<file path="src/rtl/pc_sequencer.sv">
// Program-counter sequencer: start/halt handshake plus a programmable jump table
// of (address -> signed offset) entries. Define PC_STATS_EN for jump/miss counters.
module pc_sequencer #(
    parameter int D = 12,
    parameter int N = 8
) (
    input  logic                 clk,
    input  logic                 rst_n,
    input  logic                 start,
    input  logic [D-1:0]         start_addr,
    input  logic                 stall,
    input  logic                 jump,
    input  logic                 halt,
    input  logic                 cfg_we,
    input  logic [$clog2(N)-1:0] cfg_idx,
    input  logic [D-1:0]         cfg_addr,
    input  logic [D-1:0]         cfg_offset,
    input  logic                 cfg_valid,
`ifdef PC_STATS_EN
    output logic [15:0]          jump_cnt,
    output logic [15:0]          miss_cnt,
`endif
    output logic [D-1:0]         pc,
    output logic                 running,
    output logic                 done,
    output logic                 miss
);

    typedef enum logic [1:0] {S_IDLE, S_RUN, S_HALT} state_e;

    state_e         state_q;
    logic [D-1:0]   pc_q;
    logic           running_q, done_q, miss_q;

    logic [D-1:0]   tbl_addr_q [N];
    logic [D-1:0]   tbl_off_q  [N];
    logic [N-1:0]   tbl_vld_q;

    logic           hit;
    logic [D-1:0]   hit_pc;

    // Only the valid bits need a reset; addr/offset are qualified by them.
    always_ff @(posedge clk or negedge rst_n) begin
        if (!rst_n) begin
            tbl_vld_q <= '0;
        end else if (cfg_we) begin
            tbl_vld_q[cfg_idx] <= cfg_valid;
        end
    end

    always_ff @(posedge clk) begin
        if (cfg_we) begin
            tbl_addr_q[cfg_idx] <= cfg_addr;
            tbl_off_q[cfg_idx]  <= cfg_offset;
        end
    end

    // Scan high to low so the lowest matching index is the last to assign.
    always_comb begin
        hit    = 1'b0;
        hit_pc = '0;
        for (int i = N - 1; i >= 0; i--) begin
            if (tbl_vld_q[i] && tbl_addr_q[i] == pc_q) begin
                hit    = 1'b1;
                hit_pc = pc_q + tbl_off_q[i];
            end
        end
    end

    always_ff @(posedge clk or negedge rst_n) begin
        if (!rst_n) begin
            state_q   <= S_IDLE;
            pc_q      <= '0;
            running_q <= 1'b0;
            done_q    <= 1'b0;
            miss_q    <= 1'b0;
        end else begin
            case (state_q)
                S_IDLE, S_HALT: begin
                    if (start) begin
                        state_q   <= S_RUN;
                        pc_q      <= start_addr;
                        miss_q    <= 1'b0;
                        running_q <= 1'b1;
                        done_q    <= 1'b0;
                    end
                end
                S_RUN: begin
                    if (stall) begin
                        pc_q <= pc_q;
                    end else if (halt) begin
                        state_q   <= S_HALT;
                        running_q <= 1'b0;
                        done_q    <= 1'b1;
                    end else if (jump) begin
                        if (hit) begin
                            pc_q <= hit_pc;
                        end else begin
                            pc_q   <= pc_q + D'(1);
                            miss_q <= 1'b1;
                        end
                    end else begin
                        pc_q <= pc_q + D'(1);
                    end
                end
                default: begin
                    state_q   <= S_IDLE;
                    running_q <= 1'b0;
                    done_q    <= 1'b0;
                end
            endcase
        end
    end

    assign pc      = pc_q;
    assign running = running_q;
    assign done    = done_q;
    assign miss    = miss_q;

`ifdef PC_STATS_EN
    logic        acc_start, acc_jump;
    logic [15:0] jump_cnt_q, jump_cnt_d, miss_cnt_q, miss_cnt_d;

    assign acc_start = (state_q != S_RUN) && start;
    assign acc_jump  = (state_q == S_RUN) && !stall && !halt && jump;

    always_comb begin
        jump_cnt_d = jump_cnt_q;
        miss_cnt_d = miss_cnt_q;
        if (acc_start) begin
            jump_cnt_d = '0;
            miss_cnt_d = '0;
        end else if (acc_jump) begin
            if (jump_cnt_q != 16'hFFFF) jump_cnt_d = jump_cnt_q + 16'd1;
            if (!hit && miss_cnt_q != 16'hFFFF) miss_cnt_d = miss_cnt_q + 16'd1;
        end
    end

    always_ff @(posedge clk or negedge rst_n) begin
        if (!rst_n) begin
            jump_cnt_q <= '0;
            miss_cnt_q <= '0;
        end else begin
            jump_cnt_q <= jump_cnt_d;
            miss_cnt_q <= miss_cnt_d;
        end
    end

    assign jump_cnt = jump_cnt_q;
    assign miss_cnt = miss_cnt_q;
`endif

endmodule

</file>
<file path="config.mk">
export PLATFORM = sky130hd
export DESIGN_NAME = pc_sequencer
export DESIGN_NICKNAME = d
export VERILOG_FILES = /design/src/rtl/pc_sequencer.sv
export SDC_FILE = /design/constraint.sdc
export NUM_CORES = 1
export LEC_CHECK = 0
export CAP_MARGIN = 0
export CORE_ASPECT_RATIO = 0.9
export CORE_UTILIZATION = 55
export DETAILED_ROUTE_END_ITERATION = 7
export PLACE_DENSITY = 0.79
export RECOVER_POWER = 25
export SYNTH_ARGS = -nofsm -noshare
export SYNTH_HDL_FRONTEND = slang
export SYNTH_SLANG_ARGS = --single-unit
</file>
<file path="constraint.sdc">
create_clock -name clk -period 4.35 [get_ports clk]
set_input_delay 0.87 -clock clk [delete_from_list [all_inputs] [get_ports clk]]
set_output_delay 0.87 -clock clk [all_outputs]
set_load 0.02 [all_outputs]
</file>
## After elaboration in Yosys (flattened, before gate mapping)

Memories as Yosys holds them, arrays and structs flattened.
Index checks and enable logic that the tools add are counted.

| cells by class | value |
|---|---|
| add/subtract/negate cells | 9 |
| multiply operators | 0 |
| div/mod/pow operators | 0 |
| $lt $le $gt $ge | 2 |
| equality and inequality tests | 16 |
| shifts and indexed selects | 0 |
| muxes and demuxes | 44 |
| bitwise operators | 0 |
| reductions and logical operators | 15 |

Operator list:

| cell | number |
|---|---|
| 2-to-1 mux 12 bit | 13 |
| adder 12 bit | 8 |
| == test 12 bit | 8 |
| one-hot mux 12 bit (2 select lines) | 1 |
| 2-to-1 mux 1 bit | 21 |
| adder 12 x 1 -> 12 bit (second input constant) | 1 |
| inequality test 2 bit (second input constant) | 6 |
| logical AND 1 bit | 9 |
| bitwise mux 8 bit | 1 |
| 2-to-1 mux 2 bit | 3 |
| one-hot mux 1 bit (2 select lines) | 3 |
| AND reduction 6 bit | 1 |
| < comparator 3 x 4 -> 1 bit (second input constant) | 1 |
| one-hot mux 2 bit (2 select lines) | 1 |
| AND reduction 4 bit | 1 |
| demux 1 bit (select 3 bit) | 1 |
| greater-or-equal comparator 3 x 1 -> 1 bit (second input constant) | 1 |
| AND reduction 3 bit | 1 |
| == test 2 x 1 -> 1 bit (second input constant) | 1 |
| == test 2 bit (second input constant) | 1 |
| logical NOT 2 bit | 1 |
| nonzero test 2 bit | 1 |
| OR reduction 2 bit | 1 |

| word-level totals | value |
|---|---|
| register bits after elaboration | 25 |
| latch bits | 0 |
| memory bits (writable) | 192 |
| bits in read-only memories | 0 |
| output and inout port bits | 15 |
| memories | 2 |

Memories:

| memory | depth | bits a word | rd ports | clocked after memory_dff | write ports | RTL line | text |
|---|---|---|---|---|---|---|---|
| tbl_addr_q | 8 | 12 | 8 | 0 | 1 | 35 | `logic [D-1:0] tbl_addr_q [N];` |
| tbl_off_q | 8 | 12 | 8 | 0 | 1 | 36 | `logic [D-1:0] tbl_off_q [N];` |

## Depth between registers and ports, before layout

Gate-level depths: netlist of run 1.

| logic depth | value |
|---|---|
| depth in word-level cells | 15 |
| mapped depth | 12 |
| mapped depth without buffers | 12 |

## Worst setup path after synthesis of run 1

No wires, ideal clock.

| path | value |
|---|---|
| kind | reg-to-reg |
| from | register pc_q[1], in the netlist pc[1] |
| to | register pc_q[6], in the netlist pc[6] |
| setup time | 0.092 ns |
| arrival | 3.439 ns |
| data required time | 4.258 ns |
| path slack | 0.819 ns |
| cell stages (with the launch flop) | 13 |
| clock period less this slack | 3.531 ns |
| cells stage by stage | dfrtp_1 buf_4 inv_1 fa_1 nand2b_1 a21oi_1 o21a_1 nor3_1 or3_1 a311o_1 a2111oi_2 a211oi_1 o31ai_2 |

| on the way | value |
|---|---|
| cells in the longest elaborated chain, start to end | 15 |

RTL lines:

| what | RTL line | text |
|---|---|---|
| start, declared | 32 | `logic [D-1:0] pc_q;` |
| start signal, assigned | 82 | `pc_q <= start_addr;` |
| start signal, assigned | 90 | `pc_q <= pc_q;` |
| start signal, assigned | 97 | `pc_q <= hit_pc;` |
| branches (longest 11 deep; another with adder 12 bit) | - |  |
| 2-to-1 mux 12 bit * | 95 | `end else if (jump) begin` |
| 2-to-1 mux 12 bit * | 91 | `end else if (halt) begin` |
| 2-to-1 mux 12 bit * | 89 | `if (stall) begin` |
| one-hot mux 12 bit (2 select lines) * | 78 | `case (state_q)` |

Mark *: on every way between the ends. The select of a mux whose other input is x is not followed.
A chain may end at the register's enable or synchronous reset.

## Worst setup path after layout of run 1

| path | value |
|---|---|
| from | register pc_q[0], in the netlist pc[0] |
| to | register pc_q[6], in the netlist pc[6] |

Same word-level chain as after synthesis.

==> results.cfg, run 1 <==
[global_routing]
grt_pass1_wl_um = 53880
first_global_vias = 9592
grt_max_degree = 26
grt.total_usage_pct = 30.33
antenna_found_initial = 0
grt_overflow_total = 0

[yosys]
synth_nets = 1242
yosysMostFrequentCell = edfxtp_1
synth_edf_count = 192
yosys-top-cells-area = edfxtp_1 (45%), xnor2_1 (9.6%), ha_1 (8.7%), dfrtp_1 (4.7%), xor2_1 (2.7%)
ys.flop_type = edfxtp_1
synth-seq-area-share_pct = 50.01
synthTopCellsByCount = edfxtp_1 (192), xnor2_1 (139), ha_1 (89)
synth_cells = 1098
synth_area_leader_cell = edfxtp_1
synth_seq_cells = 216
ys_warn_count = 0
yosysTopAreaCellShare_pct = 45.30
synthArstFlopShare_pct = 11.11
syn_area_mm2 = 0.01273
postSynthAreaPerCell_um2 = 11.59
synth_cell_type_count = 66

[power]
p_comb_share_pct = 47.6
p_clk_share_pct = 22.9
total_power_uw = 9182
power.switching_uw = 3675
p_per_area_mw_per_mm2 = 626.7
intPower_uw = 5506
p_leak_uw = 0.005273
ir_worst_vdd_v = 0.0003652
seqPwrFrac_pct = 29.5
switching_share_pct = 40.03

[timing]
finalSetupTns_ns = 0
hold_violations = 0
rsz0062_at_grt = no
fin_worst_skew_ns = 0.02757
relSlewSlack_pct = -9.952
min_period_ns = 3.693
report.final.setup_viol = 0
worst_slew_pin_slew_ns = 1.649
fin_crit_sh_pct = 84.89
drv_slew = 25
worst_slack_ns = 0.6572
fmax_ghz = 0.2708

[clock_tree]
cts_hold_buf = 0
post_cts_buffers = 0
cts.clk_slew.worst_paths_ns = 0.07
clockBufferDepth = 3
cts_buffers = 24
cts_max_level = 1
clock-sinks = 216
post_cts_resized = 0
insertion_delay_ns = 0.54
ctsRootBufferMaster = clkbuf_16
cts_tree = yes

[routing]
first_pass_iters = 5
wl_per_cell_um = 23.60
drt-total-wl_um = 35440
drc_errors = 0
avgViaCountPerCell = 6.336
vias = 9516
drtIter0Drc = 892
ant_nets = 0

[worst_setup_path]
cp_slowest_stage_delay_ns = 0.81
startpoint_type = flop
path_class = reg2reg
worstReg2RegEnd = pc[6]
cp_num_buf_inv = 1
regToRegSetupSlack_ns = 0.66
r2r-start = pc[0]
path_cells = ha_1 > inv_1 > fa_1 > nand2b_1 > a21oi_1 > o21a_1 > nor3_1 > or3_1 > a311o_1 > a2111oi_2 > a211oi_1 > o31ai_2
cp_max_fo = 16
arrival_ns = 4.15
cp_top_family = compound AO/OA/AOI/OAI gates
cp-end-kind = flop
r2r_cells = 12
cpMaxStageDelayCell = dfrtp_1
crit_required_ns = 4.81

[final_layout]
nets = 1331
fin_area_mm2 = 0.01465
instances_no_fill = 1502
synthToLayoutAreaGrowth_pct = 15.10
antennaDiodeCount = 0
nFillCells = 1690
drive_gt1_share_pct = 8.382

[die]
die_h_um = 146.3
coreArea_mm2 = 0.02258
ios = 62
die_w_um = 162.4
num_rows = 52
initial_core_util_pct = 56.38
dieArea_mm2 = 0.02376

[placed_design]
place_ws_ns = 0.6955
port_buffers = 61
placedCellCount = 1458
place.gp.congestion = 0.9907
dpl_cell_area_mm2 = 0.01384
dpl.hpwl_um = 25900

[hold_path]
holdCritStartpoint = tbl_vld_q[7]
holdPathEnd = tbl_vld_q[7]
min_path_cells = 1
hold_class = reg2reg

[run]
drv_cap = 1

[outcome]
violations = capacitance limit, slew limit
status = finished with violations
flip-flops by register name, indices dropped and copies added (netlist names):
signal      flops
tbl_vld_q       8
running         1
miss            1
tbl_addr_q     96
tbl_off_q      96
pc             12
state_q         2
cell type report:
| type | count | area, um2 | area share, % |
|---|---|---|---|
| inverters | 21 | 78.83 | 0.5380 |
| clock buffers | 25 | 604.3 | 4.125 |
| flip-flops and latches | 216 | 6366 | 43.45 |
| multi-input cells | 827 | 6147 | 41.96 |
| clock inverters | 19 | 205.2 | 1.401 |
| well taps | 297 | 371.6 | 2.537 |
| repair buffers | 97 | 877.1 | 5.987 |
cells by family after synthesis:
kind of cell	share of synthesized area (%)
flip-flops	50.01
buffers and inverters	2.074
AO/OA/AOI/OAI	13.60
AND/OR/NAND/NOR	10.85
adder cells (fa/ha/maj)	10.01
multiplexers	1.209
XOR/XNOR	12.25
metal layers:
layer / wire (um) / global-route usage [%] / part of all wire [%] / vias to the layer above
met4: 1470 / 10.94 / 4.1 / 0
met2: 17600 / 52.86 / 50 / 414
li1: - / - / - / 4335
met3: 2488 / 4.063 / 7.0 / 89
met5: 0 / 0 / 0 / -
met1: 13880 / 38.43 / 39 / 4678
cells in the final DEF (no fill, tap or decap), types with 37 or more instances in the layout:
| master | count |
|---|---|
| xnor2_1 | 139 |
| nand3_1 | 37 |
| clkdlybuf4s50_1 | 49 |
| ha_1 | 89 |
| a21oi_1 | 60 |
| nor2_1 | 58 |
| nand2_1 | 64 |
| xor2_1 | 39 |
| o21ai_0 | 47 |
| edfxtp_1 | 192 |
power groups by stage:
stage,Sequential [uW],Combinational (uW),Clock (uW)
finish,2710,4370,2100
global route,2720,4750,2190
CTS,2700,4310,2120
detailed placement,2740,4270,0
global placement,2730,4180,0
floorplan,2730,3010,0
worst max-delay path by stage:
stage,cells past startpoint,slack [ns],startpoint,end
after floorplan,12,0.82,pc[1],pc[6]
after global placement,11,0.79,pc[0],pc[8]
after detailed placement,12,0.70,pc[0],pc[6]
after CTS,12,0.70,pc[0],pc[6]
after global routing,11,0.42,pc[2],pc[11]
final,12,0.66,pc[0],pc[6]
metrics by stage:
stage | hold WS [ns] | utilization (%)
2_1_floorplan | 0.4804 | -
3_3_place_gp | 0.4894 | 61.32
3_5_place_dp | 0.5003 | 61.32
4_1_cts | 0.5120 | 64.91
5_1_grt | 0.5218 | 64.89
6_report | 0.5130 | 64.89
Note: power is estimated with default switching activity, not from simulation.
==> run 2: changes to the inputs <==
--- a/config.mk
+++ b/config.mk
@@ -9,7 +9,7 @@
 export CORE_ASPECT_RATIO = 0.9
 export CORE_UTILIZATION = 55
 export DETAILED_ROUTE_END_ITERATION = 7
-export PLACE_DENSITY = 0.79
+export PLACE_DENSITY = 0.82
 export RECOVER_POWER = 25
 export SYNTH_ARGS = -nofsm -noshare
 export SYNTH_HDL_FRONTEND = slang
==> constraint.sdc (replaced) <==
create_clock -name clk -period 3.3 [get_ports clk]
set_input_delay 0.66 -clock clk [delete_from_list [all_inputs] [get_ports clk]]
set_output_delay 0.66 -clock clk [all_outputs]
set_load 0.02 [all_outputs]
==> results.cfg, run 2 (same netlist as run 1, synthesis figures left out) <==
[placed_design]
placedCellCount = 1495
dpl.hpwl_um = 25450
port_buffers = 61
place.gp.congestion = 0.9234

[die]
num_rows = 52
coreArea_mm2 = 0.02258
initial_core_util_pct = 56.38
die_h_um = 146.3
dieArea_mm2 = 0.02376
ios = 62
die_w_um = 162.4

[final_layout]
instances_no_fill = 1542
nFillCells = 1671
fin_util_pct = 66.88
nets = 1372
antennaDiodeCount = 0
synthToLayoutAreaGrowth_pct = 18.63
final_common_cell = edfxtp_1
drive_gt1_share_pct = 12.93
mostFrequentLayoutCells = edfxtp_1 (192), xnor2_1 (139), ha_1 (89)

[routing]
ant_nets = 0
avgViaCountPerCell = 6.240
wl_per_cell_um = 22.45
drc_errors = 0
first_pass_iters = 5
drt-total-wl_um = 34620
drtIter0Drc = 701
vias = 9622

[global_routing]
grt_pass1_wl_um = 53470
grt_overflow_total = 0
first_global_vias = 9923
antenna_found_initial = 0
grt_max_degree = 26
grt.total_usage_pct = 29.64

[worst_setup_path]
startpoint_type = flop
cp-end-kind = flop
cp_top_family = simple AND/OR/NAND/NOR gates
arrival_ns = 3.62
path_class = reg2reg
crit_required_ns = 3.70
cp_slowest_stage_delay_ns = 0.54
cp_max_fo = 12
path_common_cell = buf_4
cpMaxStageDelayCell = dfrtp_4
path_cells = buf_4 > xor2_1 > nor4_1 > nand3_1 > nor3_2 > buf_4 > or3_4 > o41ai_2 > buf_4 > nand2_1 > a31oi_1 > o21ai_2
cp_num_buf_inv = 3

[run]
drv_cap = 0

[timing]
min_period_ns = 3.218
relSlewSlack_pct = 27.78
report.final.setup_viol = 0
fmax_ghz = 0.3108
hold_violations = 0
fin_worst_skew_ns = 0.01452
hold-worst-slack_ns = 0.5136
worst_slew_pin_slew_ns = 1.079
fin_crit_sh_pct = 97.50
drv_slew = 0

[power]
ir_worst_vdd_v = 0.0004596
intPower_uw = 7456
p_clk_share_pct = 21.8
seqPwrFrac_pct = 28.2
switching_share_pct = 38.79
p_leak_uw = 0.005497
p_comb_share_pct = 50.0
p_per_area_mw_per_mm2 = 806.7
power.switching_uw = 4726

[clock_tree]
cts_buffers = 24
clockBufferDepth = 3
cts_tree = yes
ctsRootBufferMaster = clkbuf_16
cts_max_level = 1
insertion_delay_ns = 0.53
cts.clk_slew.worst_paths_ns = 0.07
clock-sinks = 216

[outcome]
status = complete, no violations

[hold_path]
hold_class = reg2reg
## run 2: power by group through the flow
| stage | registers [uW] | clock network, uW | logic (uW) |
|---|---|---|---|
| floorplan | 3600 | 0 | 3970 |
| global route | 3450 | 2800 | 6640 |
| global placement | 3500 | 0 | 5710 |
| CTS | 3470 | 2690 | 5890 |
| finish | 3430 | 2660 | 6090 |
| detailed placement | 3520 | 0 | 5820 |
## run 2: worst register-to-register path, cell delays in order (launching register included)
cell,delay [ns]
dfrtp_4,0.54
buf_4,0.19
xor2_1,0.28
nor4_1,0.08
nand3_1,0.13
nor3_2,0.07
buf_4,0.17
or3_4,0.46
o41ai_2,0.42
buf_4,0.27
nand2_1,0.12
a31oi_1,0.25
o21ai_2,0.11
## run 2: routing by layer
metal	share of wire [%]	up-vias	GRT usage, %
met5	0	-	0
met4	3.9	0	12.59
met3	6.9	94	3.977
met2	50	445	50.79
met1	39	4660	37.58
li1	-	4423	-
## run 2: path summary, 6_finish.rpt
check	from	end	slack (ns)	cells past startpoint
max in group asynchronous	rst_n	pc[7]	1.90	2
min in group asynchronous	rst_n	tbl_vld_q[7]	0.65	1
worst max register to register	pc[1]	pc[10]	0.08	12
worst max-delay path	pc[1]	pc[10]	0.08	12
worst min register to register	tbl_vld_q[5]	tbl_vld_q[5]	0.51	1
worst min-delay path	tbl_vld_q[5]	tbl_vld_q[5]	0.51	1
## run 2: through the flow
step | TNS, ns | setup WS [ns] | area, um2 | total power [uW]
2_1_floorplan | 0 | 0.06221 | 12730 | 7571
3_3_place_gp | -0.05623 | -0.05623 | 14200 | 9209
3_5_place_dp | -0.1541 | -0.1541 | 14200 | 9338
4_1_cts | 0 | 0.02016 | 14990 | 12040
5_1_grt | -0.01284 | -0.01284 | 15100 | 12890
6_report | 0 | 0.08248 | 15100 | 12180
## run 2: what timing repair did
action | in CTS | in global routing
endpoints found under the setup margin | 2 | 6
hold buffers | 0 | 0
cloned | 0 | 0
pin swaps | 0 | 1
setup buffers | 0 | 4
gates resized for setup | 3 | 18
## run 2: area by class of cell
type                            count  area (um2)  area share (%)
Sequential cell                   216        6374           42.21
Multi-Input combinational cell    827        6231           41.27
Timing Repair Buffer              138        1264           8.369
Clock buffer                       32       650.6           4.309
Tap cell                          297       371.6           2.461
Clock inverter                     11       130.1          0.8618
Inverter                           21       78.83          0.5220
==> run 3: changes to the inputs <==
--- a/config.mk
+++ b/config.mk
@@ -8,9 +8,11 @@
 export CAP_MARGIN = 0
 export CORE_ASPECT_RATIO = 0.9
 export CORE_UTILIZATION = 55
+export CTS_CLUSTER_SIZE = 20
 export DETAILED_ROUTE_END_ITERATION = 7
 export PLACE_DENSITY = 0.82
 export RECOVER_POWER = 25
+export SKIP_CTS_REPAIR_TIMING = 1
 export SYNTH_ARGS = -nofsm -noshare
 export SYNTH_HDL_FRONTEND = slang
 export SYNTH_SLANG_ARGS = --single-unit
==> results.cfg, run 3 (same netlist as run 1, synthesis figures left out) <==
[routing]
vias = 9583
first_pass_iters = 5
drt-total-wl_um = 34550
avgViaCountPerCell = 6.215
drc_errors = 0
drtIter0Drc = 755
wl_per_cell_um = 22.40
ant_nets = 0

[final_layout]
fin_area_mm2 = 0.01510
final_common_cell = edfxtp_1
regArea_mm2 = 0.006374
synthToLayoutAreaGrowth_pct = 18.62
antennaDiodeCount = 0
drive_gt1_share_pct = 12.85
nets = 1372
mostFrequentLayoutCells = edfxtp_1 (192), xnor2_1 (139), ha_1 (89)
nFillCells = 1664
multi_input_area_mm2 = 0.006230

[power]
ir_worst_vdd_v = 0.0004592
total_power_uw = 12180
p_per_area_mw_per_mm2 = 807.0
intPower_uw = 7457
p_comb_share_pct = 50.1
p_clk_share_pct = 21.8
switching_share_pct = 38.80
p_leak_uw = 0.005498
power.switching_uw = 4728
seqPwrFrac_pct = 28.2

[run]
drv_cap = 0

[die]
coreArea_mm2 = 0.02258
initial_core_util_pct = 56.38
ios = 62
num_rows = 52
die_h_um = 146.3
die_w_um = 162.4
dieArea_mm2 = 0.02376

[global_routing]
grt_max_degree = 26
grt_overflow_total = 0
grt.total_usage_pct = 29.64
antenna_found_initial = 0
first_global_vias = 9923
grt_pass1_wl_um = 53470

[timing]
rsz0062_at_grt = yes
fin_worst_skew_ns = 0.01625
min_period_ns = 3.213
report.final.setup_viol = 0
fin_crit_sh_pct = 97.35
relSlewSlack_pct = 26.17
hold_violations = 0
worst_slew_pin_slew_ns = 1.103
finalSetupTns_ns = 0
fmax_ghz = 0.3113
drv_slew = 0

[placed_design]
place.gp.congestion = 0.9234
dpl.hpwl_um = 25450
dpl_cell_area_mm2 = 0.01420
port_buffers = 61

[worst_setup_path]
path_class = reg2reg
cp_max_fo = 21
arrival_ns = 3.61
path_cells = buf_12 > ha_1 > fa_1 > a21oi_1 > nor2b_1 > a311o_1 > o31ai_2 > buf_4 > o21ai_0 > xnor2_1 > a22oi_1 > a21oi_1 > o21ai_1
path_common_cell = a21oi_1
cpMaxStageDelayCell = fa_1
regToRegSetupSlack_ns = 0.09
crit_required_ns = 3.69
cp_slowest_stage_delay_ns = 0.42
worstReg2RegEnd = pc[10]
startpoint_type = flop
r2r-start = pc[0]
cp-end-kind = flop
r2r_cells = 13

[clock_tree]
cts_tree = yes
cts_max_level = 1
clockBufferDepth = 3
clock-sinks = 216
cts_buffers = 24
insertion_delay_ns = 0.53
cts.clk_slew.worst_paths_ns = 0.07
ctsRootBufferMaster = clkbuf_16

[hold_path]
hold_class = reg2reg
min_path_cells = 1
holdCritStartpoint = tbl_vld_q[1]
holdPathEnd = tbl_vld_q[1]

[outcome]
status = complete, no violations
## run 3: cell counts in the layout (fill, tap and decap cells not counted)
No cell type changed its count.
## run 3: how the worst max path moves through the flow
stage,startpoint,cells after the start,end
after floorplan,pc[1],12,pc[6]
after global placement,pc[3],12,pc[11]
after detailed placement,pc[3],12,pc[11]
after CTS,pc[3],12,pc[11]
after global routing,pc[0],13,pc[10]
final,pc[0],13,pc[10]
## run 3: worst max-delay path, delay by kind of cell (launching register included)
family          cells  cell delay [ns]
simple gates        1             0.10
fa+ha+maj           2             0.68
compound gates      7             1.38
xor+xnor            1             0.17
flops               1             0.41
buf+inv             2             0.33
## run 3: cell type report
| type | count | share of cell area (%) |
|---|---|---|
| clock buffer | 32 | 4.309 |
| clock inverter | 11 | 0.8619 |
| inverter | 21 | 0.5221 |
| multi-input combinational | 827 | 41.26 |
| sequential | 216 | 42.21 |
| tap | 297 | 2.461 |
| timing repair buffer | 138 | 8.370 |
## run 3: per-stage QoR
stage          cells  util (%)  worst slack, ns  hold WS, ns
5_1_grt         1542     66.88         -0.02865       0.5421
6_report        1542     66.88          0.08732       0.5154
3_3_place_gp    1495     62.90         -0.05623       0.4905
4_1_cts         1538     66.36          -0.1864       0.5152
2_1_floorplan   1098         -          0.06221       0.3644
3_5_place_dp    1495     62.90          -0.1541       0.5011
## run 3: metal layers
layer  GRT usage [%]  vias to the layer above  wire length [um]
met5               0                        -                 0
li1                -                     4427                 -
met1           37.58                     4659             13610
met2           50.79                      401             17210
met4           12.59                        0              1432
met3           3.977                       96              2288
## run 3: power by group through the flow
stage               Combinational, uW  Clock (uW)  Sequential [uW]
floorplan                        3970           0             3600
global placement                 5710           0             3500
detailed placement               5820           0             3520
CTS                              5880        2690             3460
global route                     6650        2800             3450
finish                           6100        2650             3430
